===== src/rtl/alu_pkg.sv =====
`default_nettype none
// ============================================================================
// Module      : alu_pkg
// Description : Shared opcodes, driver state encoding and width default for
//               the registered 4-bit ALU interface.
// Revision    : 1.0
// ============================================================================
package alu_pkg;

    localparam int WIDTH = 4;

    localparam logic [1:0] OP_ADD = 2'b00;
    localparam logic [1:0] OP_SUB = 2'b01;
    localparam logic [1:0] OP_AND = 2'b10;
    localparam logic [1:0] OP_OR  = 2'b11;

    typedef enum logic [2:0] {
        IDLE   = 3'd0,
        LOAD   = 3'd1,
        SETTLE = 3'd2,
        CAPT   = 3'd3,
        RESP   = 3'd4
    } drv_state_t;

endpackage : alu_pkg
`default_nettype wire


===== src/rtl/alu_op_driver.sv =====
`default_nettype none
// ============================================================================
// Module      : alu_op_driver
// Description : Issues one request at a time to a registered ALU, waits out its
//               two-stage result/zero timing and returns a single response.
// Revision    : 1.0
// ============================================================================
module alu_op_driver
    import alu_pkg::*;
#(
    parameter int WIDTH = alu_pkg::WIDTH,
    parameter int CNT_W = 16
) (
    input  logic             clk,
    input  logic             reset,
    input  logic             req_valid,
    output logic             req_ready,
    input  logic [WIDTH-1:0] req_a,
    input  logic [WIDTH-1:0] req_b,
    input  logic [1:0]       req_op,
    output logic [WIDTH-1:0] alu_a,
    output logic [WIDTH-1:0] alu_b,
    output logic [1:0]       alu_opcode,
    input  logic [WIDTH-1:0] alu_result,
    input  logic             alu_carry,
    input  logic             alu_zero,
    output logic             resp_valid,
    input  logic             resp_ready,
    output logic [WIDTH-1:0] resp_result,
    output logic             resp_carry,
    output logic             resp_zero,
    output logic             busy,
    output logic [CNT_W-1:0] op_count,
    output logic             err_flag
);

    drv_state_t       r_state;
    logic [WIDTH-1:0] r_a;
    logic [WIDTH-1:0] r_b;
    logic [1:0]       r_op;
    logic             w_logic_op;
    logic             w_result_is_zero;

    // Logic ops leave the ALU carry register untouched, so its value is stale.
    assign w_logic_op       = (r_op == OP_AND) || (r_op == OP_OR);
    assign w_result_is_zero = (alu_result == {WIDTH{1'b0}});

    assign alu_a      = r_a;
    assign alu_b      = r_b;
    assign alu_opcode = r_op;
    assign req_ready  = (r_state == IDLE);
    assign busy       = (r_state != IDLE);

    always_ff @(posedge clk) begin
        if (reset) begin
            r_state     <= IDLE;
            r_a         <= '0;
            r_b         <= '0;
            r_op        <= OP_ADD;
            resp_valid  <= 1'b0;
            resp_result <= '0;
            resp_carry  <= 1'b0;
            resp_zero   <= 1'b0;
            op_count    <= '0;
            err_flag    <= 1'b0;
        end else begin
            case (r_state)
                IDLE: begin
                    if (req_valid) begin
                        r_a     <= req_a;
                        r_b     <= req_b;
                        r_op    <= req_op;
                        r_state <= LOAD;
                    end
                end
                LOAD: begin
                    r_state <= SETTLE;
                end
                SETTLE: begin
                    r_state <= CAPT;
                end
                CAPT: begin
                    resp_result <= alu_result;
                    resp_zero   <= alu_zero;
                    resp_carry  <= w_logic_op ? 1'b0 : alu_carry;
                    resp_valid  <= 1'b1;
                    if (alu_zero != w_result_is_zero) begin
                        err_flag <= 1'b1;
                    end
                    r_state <= RESP;
                end
                RESP: begin
                    if (resp_ready) begin
                        resp_valid <= 1'b0;
                        op_count   <= op_count + 1'b1;
                        r_state    <= IDLE;
                    end
                end
                default: begin
                    r_state <= IDLE;
                end
            endcase
        end
    end

endmodule : alu_op_driver
`default_nettype wire


===== config.mk =====
export PLATFORM = sky130hd
export DESIGN_NAME = alu_op_driver
export DESIGN_NICKNAME = d
export VERILOG_FILES = /design/src/rtl/alu_pkg.sv /design/src/rtl/alu_op_driver.sv
export SDC_FILE = /design/constraint.sdc
export NUM_CORES = 1
export LEC_CHECK = 0
export CAP_MARGIN = 20
export CELL_PAD_IN_SITES_DETAIL_PLACEMENT = 0
export CELL_PAD_IN_SITES_GLOBAL_PLACEMENT = 1
export CORE_AREA = 2 2 69 87
export DETAILED_ROUTE_END_ITERATION = 8
export DIE_AREA = 0 0 71 89
export PLACE_DENSITY = 0.79
export SLEW_MARGIN = 20
export SYNTH_ARGS = -nofsm -noshare
export SYNTH_HDL_FRONTEND = slang
export SYNTH_SLANG_ARGS = --single-unit

===== constraint.sdc =====
create_clock -name clk -period 1.5 [get_ports clk]
set_input_delay 0.3 -clock clk [delete_from_list [all_inputs] [get_ports clk]]
set_output_delay 0.3 -clock clk [all_outputs]
set_load 0.05 [all_outputs]

==> flow_summary_export.csv <==
group,metric,value,unit
logic_synthesis,synth_top_area_share,0.492,
die,die_w,71,µm
worst_setup_path,cpPeakStageDelay,330,ps
logic_synthesis,synth_nets,192,
cts,cts_max_level,2,
worst_setup_path,startpoint_type,"flip-flop",
global_routing,use_met3,0.0598,
logic_synthesis,ys_seq_area_frac,0.492,
timing,timing.final.ws_setup,-22.1,ps
route,dr.pass1.iters,3,
die,dieArea,6320,µm²
worst_setup_path,crit_arrival,1220,ps
cts,cts-root-buf,"clkbuf_8",
timing,rsz0062_at_grt,"true",
global_routing,grt_use_met2,0.220,
run,maxCapViolations,0,
worst_setup_path,cp-end-kind,"output port",
power,ir_drop,577,µV
timing,timing.slew.headroom,0.778,
worst_setup_path,r2r_slack,50,ps
finish,diodes,0,
min_path,whs_path_depth,3,
worst_setup_path,worstSetupPathType,"reg2out",
logic_synthesis,yosys-top-cells-area,"dfxtp_1 49%, nand2_1 6.7%, a21oi_1 6.3%, nor2_1 4.5%, xor2_1 3.5%",
die,num_io_pins,56,
cts,cts_buffers,5,
finish,layout-drive-gt1-share,0.361,
worst_setup_path,cp.required,1200,ps
power,p_leak,1.13,nW
timing,timing.hold.ws,488,ps
route,wl_per_cell,11.7,µm
global_routing,grt_pass1_wl,6240,µm
route,wirelength,3680,µm
finish,fin_nets,269,
finish,final_cell_mix,"37 x buf_12, 27 x nand2_1, 23 x dfxtp_1",
logic_synthesis,syn_area_per_cell,8.80,µm²
logic_synthesis,synth-seq-cells,37,
timing,hold_violations,0,
logic_synthesis,yosysWarnings,0,
timing,skew,7.25,ps
global_routing,grt_start_max_net_pins,30,
worst_setup_path,cp_max_fo,4,
global_routing,grt_usage,0.121,
timing,min_period_over_period,1.01,
logic_synthesis,synth_area,1510,µm²
logic_synthesis,synth_cell_type_count,31,
die,fp.coreArea,5440,µm²
route,drc,0,
global_routing,grtUsageMet1,0.128,
cts,clkSlewWorstSetupHoldPaths,70,ps
logic_synthesis,synthCells,171,
global_routing,grt_pass1_vias,1417,
worst_setup_path,critPathTopFamily,"buffers and inverters",
worst_setup_path,worst_path_max_delay_cell,"dfxtp_2",
timing,layout_min_cycle_time,1520,ps
status,outcome,"finished with violations",
placement,placed_cells_incl_taps,303,
finish,area_growth,86.9,%
min_path,hold_start,"resp_ready",
cts,cts_sinks,37,
route,ant_nets,0,
placement,dpl_cell_area,2690,µm²
timing,max_freq,0.657,GHz
finish,final_core_util,0.517,
placement,port-buffer-count,55,
timing,finalSetupViolations,2,
finish,stdcell_count,313,
route,num_vias,1455,
cts,clockBufferDepth,2,
timing,timing.final.max_slew_violations,0,
die,die_y,89,µm
power,p_per_area,792,nW/µm²
min_path,hold_class,"in2reg",
die,start_util,0.277,
power,total_power,2.23,mW
worst_setup_path,rr_worst_depth,4,
worst_setup_path,crit_buf_inv,3,
route,drt_iter0_markers,45,
finish,final_common_cell,"buf_12",
finish,post-route-cell-area,2810,µm²
global_routing,grt.busiest_layer,"met2",
timing,tightest_slew,333,ps
placement,finalWeightedCongestion,0.670,
worst_setup_path,reg2reg_from,"r_state[1]",
timing,fin_setup_tns,-38.8,ps
logic_synthesis,yosys.area.top_type,"dfxtp_1",
global_routing,antenna_found_initial,0,
placement,dpl.hpwl,2860,µm
cts,clk_latency,280,ps
min_path,min_to,"r_state[2]",
placement,place_ws,-460,ps
cts,tritoncts,"done",
finish,n_fill_cell,479,
worst_setup_path,path_cells,"buf_6 -> nor3_4 -> inv_1 -> buf_12",
worst_setup_path,r2r_end,"op_count[14]",
route,vias_per_cell,4.65,
global_routing,grt-ovfl-total,0,
status,failed_checks,"setup timing",
die,rows,30,
## routing by layer
metal / wire [µm] / up-vias
met5: 0 / -
met4: 25 / 0
li1: - / 734
met2: 1850 / 45
met1: 1450 / 671
met3: 350 / 5
## sequential cells by signal (all words and copies together) (netlist names)
name         count
resp_zero        1
resp_result      4
resp_valid       1
alu_b            4
alu_a            4
op_count        16
resp_carry       1
err_flag         1
r_state          3
alu_opcode       2
## worst reg2reg max path, delay by kind of cell, from the launching register on
| family | cells | cell delay [ps] |
|---|---|---|
| flops | 1 | 320 |
| mux | 1 | 320 |
| simple gates | 3 | 700 |
## power by group
part           internal [mW]  switching (mW)  leakage (nW)
registers               1.01          0.0334         0.309
clock network          0.322           0.337        0.0450
logic                  0.265           0.261         0.779
## worst max-delay path by stage
stage                     from           end  slack (ps)  cells past startpoint
floorplan           r_state[1]          busy         -60                      2
global placement    resp_ready  op_count[14]        -430                      5
detailed placement  resp_ready  op_count[14]        -460                      5
CTS                 r_state[0]          busy         -40                      4
global route        r_state[0]          busy         -90                      4
finish              r_state[0]          busy         -20                      4
## kinds of logic after synthesis
group           Yosys count  synth area share
simple gates             81             0.279
flops                    37             0.492
compound gates           23            0.0765
xor+xnor                 11            0.0640
buf+inv                  11            0.0316
mux                       7            0.0482
fa+ha+maj                 1           0.00831
## final cells by class
class / instances / area (µm²) / share of cell area
multi-input combinational: 123 / 759 / 0.270
inverter: 3 / 11.3 / 0.00400
clock inverter: 2 / 10.0 / 0.00356
timing repair buffer: 78 / 1110 / 0.393
clock buffer: 6 / 72.6 / 0.0258
sequential: 37 / 773 / 0.275
tap: 64 / 80.1 / 0.0285
## cell usage after synthesis
cell type  number
dfxtp_1        37
nand2_1        27
a21oi_1        19
nor2_1         18
nand3_1         8
xor2_1          6
clkbuf_1        5
mux2i_1         5
xnor2_1         5
o21ai_1         4
and3_1          3
nand4_1         3
nor2b_1         3
nor3_1          3
and2_1          2
and4_1          2
buf_2           2
inv_1           2
mux2_1          2
nor4_1          2
or3_1           2
or4_1           2
and4bb_1        1
buf_4           1
ha_1            1
inv_2           1
nand3b_1        1
nand4_4         1
nand4bb_1       1
nor3b_1         1
or4b_1          1
## timing repair
item / CTS / global route
resized for setup: 5 / 5
hold buffers: 0 / 0
hold endpoints to repair: 0 / 0
setup buffers: 1 / 1
endpoints found under the setup margin: 9 / 8
pin swaps: 2 / 3
(Power assumes the default switching activity.)
